### config.mk
export PLATFORM = sky130hd
export DESIGN_NAME = scan_sum_display
export DESIGN_NICKNAME = d
export VERILOG_FILES = /design/src/rtl/scan_sum_display.sv
export SDC_FILE = /design/constraint.sdc
export NUM_CORES = 1
export LEC_CHECK = 0
export ABC_AREA = 1
export CORE_UTILIZATION = 43
export DETAILED_ROUTE_END_ITERATION = 12
export MAX_ROUTING_LAYER = met4
export PLACE_DENSITY = 0.72
export SLEW_MARGIN = 40
export SYNTH_ARGS = -nofsm -noshare
export SYNTH_HDL_FRONTEND = slang
export SYNTH_SLANG_ARGS = --single-unit
### constraint.sdc
create_clock -name clk -period 1.6 [get_ports clk]
set_clock_uncertainty 0.05 [all_clocks]
set_input_delay 0.48 -clock clk [delete_from_list [all_inputs] [get_ports clk]]
set_output_delay 0.48 -clock clk [all_outputs]
set_load 0.005 [all_outputs]
### src/rtl/scan_sum_display.sv
// rtl/scan_sum_display.sv - switch adder with registered LED sum and multiplexed digit scanner
// Optional digit blanking at the end of each slot: define SCAN_SUM_BLANK_EN.
module scan_sum_display #(
  parameter int NUM_CH       = 2,
  parameter int W            = 4,
  parameter int SCAN_DIV     = 4,
  parameter int BLANK_CYCLES = 1
) (
  input  logic                          clk,
  input  logic                          reset,
  input  logic [NUM_CH*W-1:0]           sw,
  input  logic                          sample,
  output logic [W+$clog2(NUM_CH)-1:0]   leds,
  output logic                          sum_valid,
  output logic [NUM_CH-1:0]             digit_en,
  output logic [3:0]                    digit_val
);

  localparam int SW = W + $clog2(NUM_CH);
  localparam int CW = $clog2(SCAN_DIV);
  localparam int IW = $clog2(NUM_CH);

  logic [CW-1:0]     cnt;
  logic [IW-1:0]     idx;
  logic              cnt_wrap;
  logic [SW-1:0]     total;
  logic [W-1:0]      cur_ch;
  logic [NUM_CH-1:0] en_next;

  assign cnt_wrap = (cnt == CW'(SCAN_DIV - 1));

  // Sum is formed at SW bits so NUM_CH full-scale channels can never overflow.
  always_comb begin
    total = '0;
    for (int k = 0; k < NUM_CH; k++) begin
      total = total + SW'(sw[k*W +: W]);
    end
  end

  always_comb begin
    cur_ch = '0;
    for (int k = 0; k < NUM_CH; k++) begin
      if (idx == IW'(k)) begin
        cur_ch = sw[k*W +: W];
      end
    end
  end

  always_comb begin
    en_next = ~(NUM_CH'(1) << idx);
`ifdef SCAN_SUM_BLANK_EN
    if (cnt >= CW'(SCAN_DIV - BLANK_CYCLES)) begin
      en_next = '1;
    end
`endif
  end

  always_ff @(posedge clk) begin
    if (reset) begin
      cnt       <= '0;
      idx       <= '0;
      leds      <= '0;
      sum_valid <= 1'b0;
      digit_en  <= '1;
      digit_val <= '0;
    end else begin
      cnt <= cnt_wrap ? '0 : cnt + CW'(1);
      if (cnt_wrap) begin
        idx <= (idx == IW'(NUM_CH - 1)) ? '0 : idx + IW'(1);
      end
      // Display outputs are driven from the pre-edge slot state, one cycle behind it.
      digit_en  <= en_next;
      digit_val <= 4'(cur_ch);
      if (sample) begin
        leds      <= total;
        sum_valid <= 1'b1;
      end
    end
  end

endmodule

==> flow_summary.yaml, run 1 <==
cts:
  cts-htree-levels: 1
  cts_tree: "done"
  clkSinkCount: 15
  cts-hold-fix-buffers: 0
  cts_root_buf: "clkbuf_4"
  cts.clk_slew.worst_paths_ns: 0.09
  cts_made_buffers: 3
  cts_buffer_depth: 2
  worstSkewPairLatency_ns: 0.27
logic_synthesis:
  ys_warn_count: 0
  yosysTopAreaCell: "dfxtp_1"
  avgSynthCellArea_um2: 8.68
  ys_top_cells_by_count: "15 x dfxtp_1, 13 x nor2_1, 10 x nand3_1, 9 x inv_1, 8 x nand2_1"
  synth_mux_area_share_pct: 0
  synth_top_family_by_area: "simple AND/OR/NAND/NOR gates"
  synth_ff_type: "dfxtp_1"
  synthTopCellsByArea: "dfxtp_1 44%, ha_1 9.1%, nand3_1 7.3%, nor2_1 7.1%, inv_1 4.9%"
  post-synth-top-count-cell: "dfxtp_1"
  ys_seq_area_share_pct: 43.8
  ys_types: 18
  synth_fp_nets: 96
  synthAdderAreaFrac_pct: 12.0
  synth_area_um2: 686
  ys_ff_latch: 15
  synth_edf_count: 0
  synthCells: 79
  synth_top_area_share_pct: 43.8
  synth_xor_area_share_pct: 1.28
  async_flop_share_pct: 0
  yosys.area_share.simple_pct: 23.0
  synth_compound_area_share_pct: 11.1
critical_path:
  worstSetupPathType: "input port to flip-flop"
  crit_chain: "dlygate4sd2_1, ha_2, inv_1, fa_2, xnor2_1, o21ai_1, inv_1"
  worst_setup_path_end_kind: "flip-flop"
  cp-start-kind: "input port"
  cp_max_fo: 2
  r2r_end: "idx$_SDFFE_PP0N_"
  critPathLaunch: "sw[0]"
  cpMaxStageDelayCell: "fa_2"
  cpMostUsedCell: "inv_1"
  required_ns: 1.73
  cp_slowest_stage_delay_ns: 0.36
  rr_worst_depth: 3
  crit_path_end: "leds[2]$_SDFFE_PP0P_"
  r2r-start: "cnt[0]$_SDFF_PP0_"
  crit_arrival_ns: 1.64
  r2r_setup_slack_ns: 0.56
layout:
  diodes: 0
  fin_cells: 130
  nets: 132
  final_area_um2: 1050
  drive_gt1_share_pct: 29.8
  fin_util_pct: 70.5
  syn_to_final_growth_pct: 53.1
global_route:
  grt_pass1_vias: 577
  grt_pass1_wl_um: 2350
  gr-usage-all-layers_pct: 18.0
  overflow: 0
  antenna_found_initial: 0
  grt_max_degree: 9
pwr:
  p_total_mw: 0.866
  leakagePower_nw: 0.536
  ir_worst_vdd_uv: 647
  p_per_area_nw_per_um2: 825
sta:
  fmax_mhz: 659
  min_period_over_period_pct: 94.9
  finalCriticalPeriod_ns: 1.52
  slew_headroom_pct: 82.5
  setup_viol: 0
  slew_violations: 0
  rsz0062_at_grt: "false"
  tightest_slew_ns: 0.262
  finalSetupTns_ns: 0
  hold_violations: 0
floorplan:
  io_pins: 23
  die_h_um: 41.9
  core_area_um2: 1490
  rows: 14
  start_util_pct: 46.1
  die-area_um2: 1760
  die_w_um: 41.9
place:
  place_inst: 124
  place_hpwl_um: 1070
  numPortBuffers: 22
  placed_cell_area_um2: 1000
  gp_congestion: 0.925
route:
  routed_wl_um: 1300
  vias: 621
  drc: 0
  vias_per_cell: 4.78
  wire_per_inst_um: 10.0
  drt_iter0_drc: 6
  drt_first_pass_iters: 4
  ant_nets: 0
worst_hold_path:
  holdCritStartpoint: "cnt[0]$_SDFF_PP0_"
  hold_class: "flip-flop to flip-flop"
job:
  max_cap_violations: 0
outcome:
  status: "complete, no violations"
-- flip-flops by register name, indices dropped and copies added, names as in the netlist --
| register | cells |
|---|---|
| cnt | 2 |
| digit_en | 2 |
| digit_val | 4 |
| idx | 1 |
| leds | 5 |
| sum_valid | 1 |
-- timing repair --
action / in CTS / in global routing
setup endpoints to repair: 15 / 2
gates resized for setup: 24 / 2
buffers inserted: 2 / 0
pin swaps: 3 / 0
-- worst min path at each step --
stage / slack [ns] / cells after the start / to
2_1_floorplan: 0.35 / 1 / cnt[0]$_SDFF_PP0_
3_3_place_gp: 0.36 / 1 / cnt[0]$_SDFF_PP0_
3_5_place_dp: 0.36 / 1 / cnt[0]$_SDFF_PP0_
4_1_cts: 0.37 / 1 / cnt[0]$_SDFF_PP0_
5_1_grt: 0.41 / 1 / cnt[0]$_SDFF_PP0_
6_report: 0.37 / 1 / cnt[0]$_SDFF_PP0_
-- per-stage QoR --
step                      hold WS (ns)  worst slack [ns]
after global routing             0.415            0.0556
after global placement           0.357            -0.449
after detailed placement         0.362            -0.472
final                            0.374            0.0818
after CTS                        0.375           0.00663
after floorplan                  0.349            0.0879
-- critical path, delay by kind of cell --
kind	cells	cell delay, ns
AO/OA/AOI/OAI	1	0.14
XOR/XNOR	1	0.13
adder cells (fa/ha/maj)	2	0.54
buffers and inverters	3	0.34
-- metal layers --
metal | track usage (%) | wire, µm
met1 | 21.7 | 600
met4 | 3.87 | 0
met2 | 29.7 | 644
met5 | - | 0
met3 | 5.22 | 59
-- cells in the final DEF (no fill, tap or decap) --
cell type	n
a21oi_2	3
dlymetal6s2s_1	1
buf_4	9
inv_1	8
nand3_1	10
dlygate4sd2_1	15
xnor2_1	1
o21ai_1	3
or2_1	1
nand2_4	2
dfxtp_2	6
nor2_1	13
o21ai_2	2
clkdlybuf4s50_1	6
fa_2	1
clkbuf_4	3
buf_12	2
inv_2	3
o22ai_2	1
nand2_1	8
dfxtp_1	9
ha_2	1
a21oi_1	1
ha_1	3
clkbuf_1	1
ha_4	1
-- power breakdown --
| group | internal, mW | switching, mW |
|---|---|---|
| Sequential | 0.415 | 0.0198 |
| Combinational | 0.122 | 0.0975 |
| Clock | 0.0966 | 0.115 |
-- kinds of logic (layout without fill, tap and decap cells) --
kind of cell	after synthesis	after routing
and+or+nand+nor	34	34
DFF	15	15
buffers and inverters	13	48
AOI/OAI and AO/OA	10	10
adders and majority gates	6	6
xor gates and xnor gates	1	1
-- cell type report --
| cell class | instances | area, µm² |
|---|---|---|
| Clock buffer | 4 | 26.3 |
| Fill cell | 135 | 439 |
| Inverter | 11 | 41.3 |
| Multi-Input combinational cell | 51 | 343 |
| Sequential cell | 15 | 308 |
| Tap cell | 16 | 20.0 |
| Timing Repair Buffer | 33 | 312 |
No activity file was read; power rests on OpenSTA's default activity.
==> run 2, diff against run 1 <==
--- a/config.mk
+++ b/config.mk
@@ -6,10 +6,12 @@
 export NUM_CORES = 1
 export LEC_CHECK = 0
 export ABC_AREA = 1
-export CORE_UTILIZATION = 43
+export CORE_AREA = 2 2 39 41
 export DETAILED_ROUTE_END_ITERATION = 12
+export DIE_AREA = 0 0 41 43
+export DONT_BUFFER_PORTS = 1
 export MAX_ROUTING_LAYER = met4
-export PLACE_DENSITY = 0.72
+export PLACE_DENSITY = 0.63
 export SLEW_MARGIN = 40
 export SYNTH_ARGS = -nofsm -noshare
 export SYNTH_HDL_FRONTEND = slang
==> run 2 against run 1 <==
Highest routed layer unchanged. Maximum frequency grew 14%. Wire length shrank 9.6%. Count of clock-buffer cells in the layout is the same. Sequential power grew 1%. Final cell count shrank 25%. Utilization shrank 19 points. Die area grew 0.28%. Via count shrank 21%.
==> flow_summary.yaml, run 2 (synthesized netlist as in run 1, its figures left out) <==
outcome:
  status: "complete, no violations"
route:
  dr_wl_met3_um: 92
  routed_wl_um: 1180
  wl_met1_um: 481
  dr_wl_met2_um: 605
  drt_iter0_drc: 3
  drc: 0
  wire_per_inst_um: 12.2
  routed.top_layer: "met3"
  vias: 489
  ant_nets: 0
  vias_per_cell: 5.04
  drt_first_pass_iters: 2
critical_path:
  required_ns: 1.72
  worstSetupPathType: "input port to flip-flop"
  crit_arrival_ns: 1.45
  crit_family: "adder cells"
  cp_slowest_stage_delay_ns: 0.40
  critPathLaunch: "sw[0]"
  cp.buffers_inverters: 2
  cpMostUsedCell: "inv_1"
  r2r-start: "cnt[0]$_SDFF_PP0_"
  crit_chain: "ha_1, inv_1, fa_1, xnor2_1, o21ai_1, inv_1"
  cp-start-kind: "input port"
  cpMaxStageDelayCell: "fa_1"
  cp_max_fo: 3
  worst_setup_path_end_kind: "flip-flop"
cts:
  cts_tree: "done"
  post-cts-setup-buffers: 0
  cts_buffer_depth: 2
  cts-hold-fix-buffers: 0
  worstSkewPairLatency_ns: 0.27
  clkSinkCount: 15
  cts-htree-levels: 1
  cts_root_buf: "clkbuf_4"
  cts.clk_slew.worst_paths_ns: 0.08
  cts_resized: 0
  cts_made_buffers: 3
floorplan:
  start_util_pct: 49.5
  rows: 14
  die-area_um2: 1760
  die_h_um: 43
  core_area_um2: 1380
  io_pins: 23
  die_w_um: 41
layout:
  largest_register: "leds"
  largest_registers: "leds (5), digit_val (4)"
  syn_to_final_growth_pct: 4.01
  multi_input_area_um2: 325
  diodes: 0
  largest_reg_flops: 5
  layout.filler_cells: 140
  nets: 99
  layout_common_cells: "15 x dfxtp_1, 13 x nor2_1, 10 x nand3_1, 9 x inv_1, 8 x nand2_1"
  fin_cells: 97
  seq_area_um2: 300
  drive_gt1_share_pct: 16.0
  layout_commonest_cell: "dfxtp_1"
sta:
  slew_violations: 0
  tightest_slew_ns: 0.256
  fmax_mhz: 753
  finalCriticalPeriod_ns: 1.33
  hold_violations: 0
  slew_headroom_pct: 82.9
  final.setup.worst_slack_ns: 0.273
  rsz0062_at_grt: "false"
  setup_viol: 0
  min_period_over_period_pct: 83.0
global_route:
  overflow: 0
  antenna_found_initial: 0
  gr-usage-all-layers_pct: 16.4
  grt_pass1_vias: 455
  grt_max_degree: 12
  grt_pass1_wl_um: 1850
place:
  gp_congestion: 0.813
  numPortBuffers: 0
  place_hpwl_um: 940
  place_ws_ns: -0.0106
  place_inst: 93
worst_hold_path:
  hold_class: "input port to flip-flop"
  holdCritStartpoint: "reset"
pwr:
  leakagePower_nw: 0.346
  p_per_area_nw_per_um2: 1060
  p_total_mw: 0.755
  ir_worst_vdd_uv: 662
job:
  max_cap_violations: 0
==> run 2: changes by cell type in the layout (fill, tap and decap cells not counted), sizes merged <==
cell,delta
buf,-11
clkdlybuf4s50,-6
dlygate4sd2,-15
dlymetal6s2s,-1
==> run 2: power by group <==
group | internal, mW | switching [mW] | total (mW) | leakage [nW]
clock network | 0.0964 | 0.102 | 0.199 | 0.0150
registers | 0.413 | 0.0273 | 0.440 | 0.125
logic | 0.0503 | 0.0655 | 0.116 | 0.207
==> run 2: worst paths after layout <==
| path | endpoint | slack (ns) | cells past startpoint |
|---|---|---|---|
| min | sum_valid$_SDFFE_PP0P_ | 0.22 | 1 |
| min reg2reg | cnt[0]$_SDFF_PP0_ | 0.39 | 1 |
| max | leds[2]$_SDFFE_PP0P_ | 0.27 | 6 |
| max reg2reg | idx$_SDFFE_PP0N_ | 0.56 | 3 |
==> run 2: area by class of cell <==
| cell class | instances | share of cell area (%) |
|---|---|---|
| clock buffers | 4 | 3.68 |
| inverters | 11 | 5.79 |
| multi-input cells | 51 | 45.6 |
| flip-flops and latches | 15 | 42.1 |
| well taps | 16 | 2.81 |
==> run 2: stage by stage <==
stage	hold WS, ns	TNS (ns)	utilization (%)	instance area, µm²
2_1_floorplan	0.349	0	-	686
3_3_place_gp	0.362	0	49.6	687
3_5_place_dp	0.363	-0.0106	49.6	687
4_1_cts	0.209	0	51.5	713
5_1_grt	0.195	0	51.5	713
6_report	0.220	0	51.5	713
==> run 2: layer usage <==
layer  GRT usage [%]  vias to the layer above
met1            17.5                      211
li1                -                      259
met3            9.42                        0
met5               -                        -
met2            25.3                       19
met4            4.00                        0
